`src/rtl/vga_text_console_pkg.sv`:
```
// Shared constants and types for the VGA text console engine.
package console_pkg;

    localparam logic [7:0] CH_BS    = 8'h08;
    localparam logic [7:0] CH_LF    = 8'h0A;
    localparam logic [7:0] CH_FF    = 8'h0C;
    localparam logic [7:0] CH_CR    = 8'h0D;
    localparam logic [7:0] CH_SPACE = 8'h20;

    localparam int DEF_COLS = 80;
    localparam int DEF_ROWS = 30;

    typedef enum logic {
        IDLE,
        CLEAR
    } state_t;

endpackage

```
`src/rtl/vga_text_console_sync_fifo.sv`:
```
// Registered FIFO with wrap-bit pointers; push-when-full and pop-when-empty are ignored.
module sync_fifo #(
    parameter int WIDTH = 8,
    parameter int DEPTH = 8
) (
    input  logic             clk,
    input  logic             reset,
    input  logic             push,
    input  logic [WIDTH-1:0] din,
    input  logic             pop,
    output logic             full,
    output logic             empty,
    output logic [WIDTH-1:0] head
);
    localparam int AW = $clog2(DEPTH);
    localparam logic [AW:0] PTR_ONE = {{AW{1'b0}}, 1'b1};

    logic [WIDTH-1:0] mem [DEPTH];
    logic [AW:0]      wr_ptr;
    logic [AW:0]      rd_ptr;
    logic             do_push;
    logic             do_pop;

    assign empty   = (wr_ptr == rd_ptr);
    assign full    = (wr_ptr[AW] != rd_ptr[AW]) && (wr_ptr[AW-1:0] == rd_ptr[AW-1:0]);
    assign head    = mem[rd_ptr[AW-1:0]];
    assign do_push = push && !full;
    assign do_pop  = pop && !empty;

    always_ff @(posedge clk) begin
        if (reset) begin
            wr_ptr <= '0;
            rd_ptr <= '0;
        end else begin
            if (do_push) begin
                mem[wr_ptr[AW-1:0]] <= din;
                wr_ptr              <= wr_ptr + PTR_ONE;
            end
            if (do_pop)
                rd_ptr <= rd_ptr + PTR_ONE;
        end
    end

endmodule

```
`src/rtl/vga_text_console.sv`:
```
// Console byte engine: decodes the FIFO stream into character-RAM writes and
// cursor moves, sharing the RAM port with direct CPU accesses (CPU wins).
//   state | meaning
//   IDLE  | decode FIFO head, one byte per cycle
//   CLEAR | fill every cell with a space, stalled by CPU accesses
module vga_text_console
    import console_pkg::*;
#(
    parameter int COLS       = DEF_COLS,
    parameter int ROWS       = DEF_ROWS,
    parameter int FIFO_DEPTH = 8
) (
    input  logic        clk,
    input  logic        reset,
    input  logic        cpu_we,
    input  logic        cpu_re,
    input  logic [11:0] cpu_addr,
    input  logic [7:0]  cpu_wdata,
    input  logic        con_valid,
    input  logic [7:0]  con_data,
    output logic        con_ready,
    output logic        ram_we,
    output logic        ram_re,
    output logic [11:0] ram_addr,
    output logic [7:0]  ram_wdata,
    output logic [11:0] cursor,
    output logic        busy
);
    localparam logic [11:0] COLS_W    = 12'(COLS);
    localparam logic [11:0] COLS_M1   = 12'(COLS - 1);
    localparam logic [11:0] ROWS_M1   = 12'(ROWS - 1);
    localparam logic [11:0] LAST_CELL = 12'(COLS * ROWS - 1);

    state_t      state, state_n;
    logic [11:0] row, row_n, col, col_n, row_base, rb_n, clr_addr, clr_n, cursor_q;
    logic        full, empty, pop, nl;
    logic [7:0]  head;
    logic        cpu_act, eng_we;
    logic [11:0] eng_addr;
    logic [7:0]  eng_wdata;

    sync_fifo #(.WIDTH(8), .DEPTH(FIFO_DEPTH)) u_fifo (
        .clk   (clk),
        .reset (reset),
        .push  (con_valid),
        .din   (con_data),
        .pop   (pop),
        .full  (full),
        .empty (empty),
        .head  (head)
    );

    assign cpu_act   = cpu_we | cpu_re;
    assign con_ready = !full;
    assign cursor    = cursor_q;
    assign busy      = !empty || (state != IDLE);

    always_comb begin
        pop       = 1'b0;
        nl        = 1'b0;
        eng_we    = 1'b0;
        eng_addr  = '0;
        eng_wdata = '0;
        state_n   = state;
        row_n     = row;
        col_n     = col;
        rb_n      = row_base;
        clr_n     = clr_addr;
        if (!reset) begin
            if (state == IDLE) begin
                if (!empty) begin
                    if (head >= 8'h20 && head <= 8'h7E) begin
                        if (!cpu_act) begin
                            eng_we    = 1'b1;
                            eng_addr  = cursor_q;
                            eng_wdata = head;
                            pop       = 1'b1;
                            if (col == COLS_M1) nl = 1'b1;
                            else col_n = col + 12'd1;
                        end
                    end else begin
                        pop = 1'b1;
                        case (head)
                            CH_LF: nl = 1'b1;
                            CH_CR: col_n = '0;
                            CH_BS: begin
                                if (col != '0) begin
                                    col_n = col - 12'd1;
                                end else if (row != '0) begin
                                    col_n = COLS_M1;
                                    row_n = row - 12'd1;
                                    rb_n  = row_base - COLS_W;
                                end
                            end
                            CH_FF: begin
                                clr_n   = '0;
                                state_n = CLEAR;
                            end
                            default: ;
                        endcase
                    end
                end
            end else if (!cpu_act) begin
                eng_we    = 1'b1;
                eng_addr  = clr_addr;
                eng_wdata = CH_SPACE;
                if (clr_addr == LAST_CELL) begin
                    clr_n   = '0;
                    row_n   = '0;
                    col_n   = '0;
                    rb_n    = '0;
                    state_n = IDLE;
                end else begin
                    clr_n = clr_addr + 12'd1;
                end
            end
            // Wrapping line feed shared by LF and printable overflow; no scrolling.
            if (nl) begin
                col_n = '0;
                if (row == ROWS_M1) begin
                    row_n = '0;
                    rb_n  = '0;
                end else begin
                    row_n = row + 12'd1;
                    rb_n  = row_base + COLS_W;
                end
            end
        end
    end

    always_comb begin
        if (cpu_act) begin
            ram_we    = cpu_we;
            ram_re    = cpu_re;
            ram_addr  = cpu_addr;
            ram_wdata = cpu_wdata;
        end else begin
            ram_we    = eng_we;
            ram_re    = 1'b0;
            ram_addr  = eng_addr;
            ram_wdata = eng_wdata;
        end
    end

    always_ff @(posedge clk) begin
        if (reset) begin
            state    <= IDLE;
            row      <= '0;
            col      <= '0;
            row_base <= '0;
            clr_addr <= '0;
            cursor_q <= '0;
        end else begin
            state    <= state_n;
            row      <= row_n;
            col      <= col_n;
            row_base <= rb_n;
            clr_addr <= clr_n;
            cursor_q <= rb_n + col_n;
        end
    end

endmodule

```
`config.mk`:
```
export PLATFORM = sky130hd
export DESIGN_NAME = vga_text_console
export DESIGN_NICKNAME = d
export VERILOG_FILES = /design/src/rtl/vga_text_console_pkg.sv /design/src/rtl/vga_text_console_sync_fifo.sv /design/src/rtl/vga_text_console.sv
export SDC_FILE = /design/constraint.sdc
export NUM_CORES = 1
export LEC_CHECK = 0
export ABC_CLOCK_PERIOD_IN_PS = 6150
export BUFFER_PORTS_ARGS = -buffer_cell sky130_fd_sc_hd__clkbuf_2
export CAP_MARGIN = 10
export CORE_ASPECT_RATIO = 1.75
export CORE_MARGIN = 2
export CORE_UTILIZATION = 61
export CTS_CLUSTER_DIAMETER = 80
export DETAILED_ROUTE_END_ITERATION = 6
export GPL_TIMING_DRIVEN = 0
export PLACE_DENSITY = 0.81
export RECOVER_POWER = 50
export SYNTH_ARGS = -nofsm -noshare
export SYNTH_HDL_FRONTEND = slang
export SYNTH_HIERARCHICAL = 1
export SYNTH_SLANG_ARGS = --single-unit
```
`constraint.sdc`:
```
create_clock -name clk -period 6.15 [get_ports clk]
set_input_delay 0.9225 -clock clk [delete_from_list [all_inputs] [get_ports clk]]
set_output_delay 0.9225 -clock clk [all_outputs]
set_load 0.02 [all_outputs]
```
==> key figures <==
STA
  – Setup violators final: 0
  – Least-Margin Pin Slew: 1.41 ns
  – Max Slew Vio Count: 0
  – Final Skew: 0.0127 ns
  – Final worst-path cycle share: 96.9%
  – Tmin final: 5.96 ns
  – Slew headroom: around 5.3%
  – Fmax: 0.168 GHz
  – RSZ-0062 raised after global routing: no
  – Final Hold Vio Count: 0

Clock network
  – Clock sinks: 136
  – Clock root buffer: clkbuf_16
  – Worst skew pair latency: between 0.4 and 0.5 ns
  – Clock transition at path regs: 0.07 ns
  – Maximum clock path buffer count: 2
  – TritonCTS clock tree: built
  – Cts bufs inserted: 17
  – Htree depth: 4
  – Setup bufs post-CTS: 0

Placed design
  – HPWL after DPL: 17.2 mm
  – RePlAce Congestion: 1.07
  – PortBufs: 68

Global routing
  – Grt ovf: 0
  – GRT Resource Usage Total: between 30% and 40%
  – Global-route wire length before repair: 37.0 mm
  – Largest net degree at the start of global routing: 17
  – Initial antenna violation count: 0
  – Vias in the first global route: 7154

Die
  – Die height: 158 um
  – Core Rows: between 50 and 60
  – Die W: approximately 92 um
  – I/O pins: 69
  – Core ar.: 0.0134 mm2
  – Die area: approximately 0.015 mm2
  – Initial Utilization: 62.0%

Finish
  – Most common cell after layout, fill and taps aside: nor2_1
  – Final #Nets: 1028
  – Layout cells sized above 1: 16.2%
  – Final Util: 71.3%
  – Ant diodes: 0
  – P&R area growth vs syn: 14.9%
  – Commonest cells after routing, fill and taps aside: nor2_1 (83), dfxtp_1 (72), clkbuf_1 (65)

Synth
  – Avg Inst Size Synth: 9.40 um2
  – Async SR Flop Fraction: 0%
  – Synth Net Count: 939
  – Gate count after technology mapping: 883
  – Cell Area, Synth: approximately 0.0083 mm2
  – Synth Flop Type: dfxtp_1
  – Distinct cells, synth: 79
  – EDFF count, synth: 64
  – Register area share after synthesis: 40.5%
  – Synth Warn #: 6
  – #FFs+latches synth: 136

Route
  – Final wirelength: 24.1 mm
  – DR pass1 iterations: 7
  – ANT nets after route: 0
  – Iteration-0 DRC Markers: 897
  – Vias: 7783
  – Residual DRC: 6
  – Routed wire per std cell: 20.8 um
  – Vias per inst: 6.72

Min path
  – Class of the worst hold path: reg -> reg

Setup path
  – Crit path kind: reg -> reg
  – Req. time, crit path: 6.47 ns
  – CP Launch Type: flop
  – CP Max Fanout: 10
  – Worst Path Arrival: 6.28 ns
  – Crit. End Element: flop

Power
  – Power Dens Cells: 251 mW/mm2
  – Tot Pwr: 2.40 mW
  – Maximum VDD drop: 0.000317 V
  – Pleak: approximately 3.5 nW

Outcome
  – Violated checks: design-rule violations
  – Outcome: complete, but fails checks

Job
  – Max_cap viols: 0
synth_stat cells (4+ instances only):
cell,number,share of area [%]
ha_1,22,3.3
edfxtp_1,64,23
mux2i_1,15,1.8
nor3b_1,4,0.36
xor2_1,23,2.4
and3_1,12,0.90
o22ai_1,12,0.90
buf_2,8,0.48
nand3_1,30,1.8
nor4_1,13,0.98
or2_2,6,0.45
o31a_1,5,0.53
o21ai_0,52,3.1
nand4_1,11,0.83
o211ai_1,4,0.36
nor2b_1,16,1.2
nand2_1,63,2.9
o21a_1,7,0.63
buf_1,4,0.18
o32ai_1,5,0.53
and2_1,11,0.83
a211oi_1,18,1.6
nand2b_1,5,0.38
mux4_2,16,4.3
or3_1,6,0.45
a31oi_1,7,0.53
a22oi_1,4,0.36
nand3b_1,4,0.36
a22o_1,9,0.95
nor2_1,83,3.8
nor4b_1,4,0.42
xnor2_1,12,1.3
a21o_1,10,0.90
a21oi_1,50,3.0
o31ai_1,9,0.81
clkbuf_1,47,2.1
inv_1,19,0.86
a41oi_1,6,0.63
nor3_1,23,1.4
o21ai_1,6,0.36
mux2_2,13,1.8
or4_1,5,0.45
dfxtp_1,72,17
a221oi_1,6,0.63
worst max-delay path: stages (launching register included):
cell and delay, ns:
dfxtp_1 0.33, clkbuf_4 0.24, buf_6 0.22, mux4_2 0.52, mux2_2 0.35, or4_4 0.56
nor4_2 0.75, nand4_4 0.27, or3_1 0.39, a2bb2oi_1 0.16, a211oi_1 0.11, a21o_1 0.23
ha_1 0.35, and3_1 0.17, a21oi_1 0.09, o21ai_0 0.15, o41ai_2 0.27, xor2_1 0.33
mux2_1 0.35
per-layer routing:
metal  GRT usage, %  vias up  share of wire, %  wire (um)
met5              0        -                 0          0
met4           22.3        0               7.1       1730
met3           6.06      140               7.1       1700
met2           59.9      434                52      12500
met1           35.1     3661                34       8200
li1               -     3548                 -          -
power breakdown:
part           internal (mW)  total, mW  switching [mW]
clock                  0.582       1.04           0.463
sequential             0.965      0.978          0.0130
combinational          0.119      0.373           0.254
kinds of logic (layout without fill, tap and decap cells):
group	after synthesis	after routing	share of synthesized area (%)
AOI/OAI and AO/OA	246	246	20.0
xor gates and xnor gates	35	35	3.69
adders and majority gates	23	23	3.56
buffers and inverters	84	186	4.25
DFF	136	136	40.5
muxes	47	47	8.32
and+or+nand+nor	312	312	19.6
final timing paths:
kind / from / endpoint / slack (ns) / cells past startpoint
setup reg to reg: flop / cursor[11]$_SDFF_PP0_ / 0.19 / 18
setup / recovery: flop / cursor[11]$_SDFF_PP0_ / 0.19 / 18
hold / removal: row_base[3]$_SDFF_PP0_ / row_base[3]$_SDFF_PP0_ / 0.45 / 1
hold reg to reg: row_base[3]$_SDFF_PP0_ / row_base[3]$_SDFF_PP0_ / 0.45 / 1
registers in the layout (all words and copies together) (netlist names), named ones only:
signal / flops
cursor: 12
row_base: 12
u_fifo/wr_ptr: 4
state: 1
col: 12
row: 12
clr_addr: 12
u_fifo/mem: 64
u_fifo/rd_ptr: 4
per-stage QoR:
step           hold WS, ns  instances  setup WS (ns)  instance area (um2)  TNS, ns
3_5_place_dp         0.439       1129         -0.581                 8910    -1.21
6_report             0.453       1159          0.191                 9540        0
2_1_floorplan        0.421        883          0.903                 8300        0
4_1_cts              0.458       1160         0.0571                 9540        0
5_1_grt              0.473       1159         0.0152                 9540        0
3_3_place_gp         0.434       1125         -0.606                 8850    -1.20
what timing repair did:
| item | in CTS | in global routing |
|---|---|---|
| hold buffers | 0 | 0 |
| gates cloned | 0 | 0 |
| setup endpoints to repair | 3 | 3 |
| resized for setup | 7 | 20 |
cell type report:
class / count / area, um2
Clock inverter: 15 / 181
Fill cell: 1037 / 3850
Clock buffer: 17 / 425
Multi-Input combinational cell: 663 / 4650
Sequential cell: 136 / 3360
Tap cell: 174 / 218
Inverter: 20 / 75.1
Timing Repair Buffer: 72 / 339
Buffer: 62 / 288
Note: power is estimated with default switching activity, not from simulation.
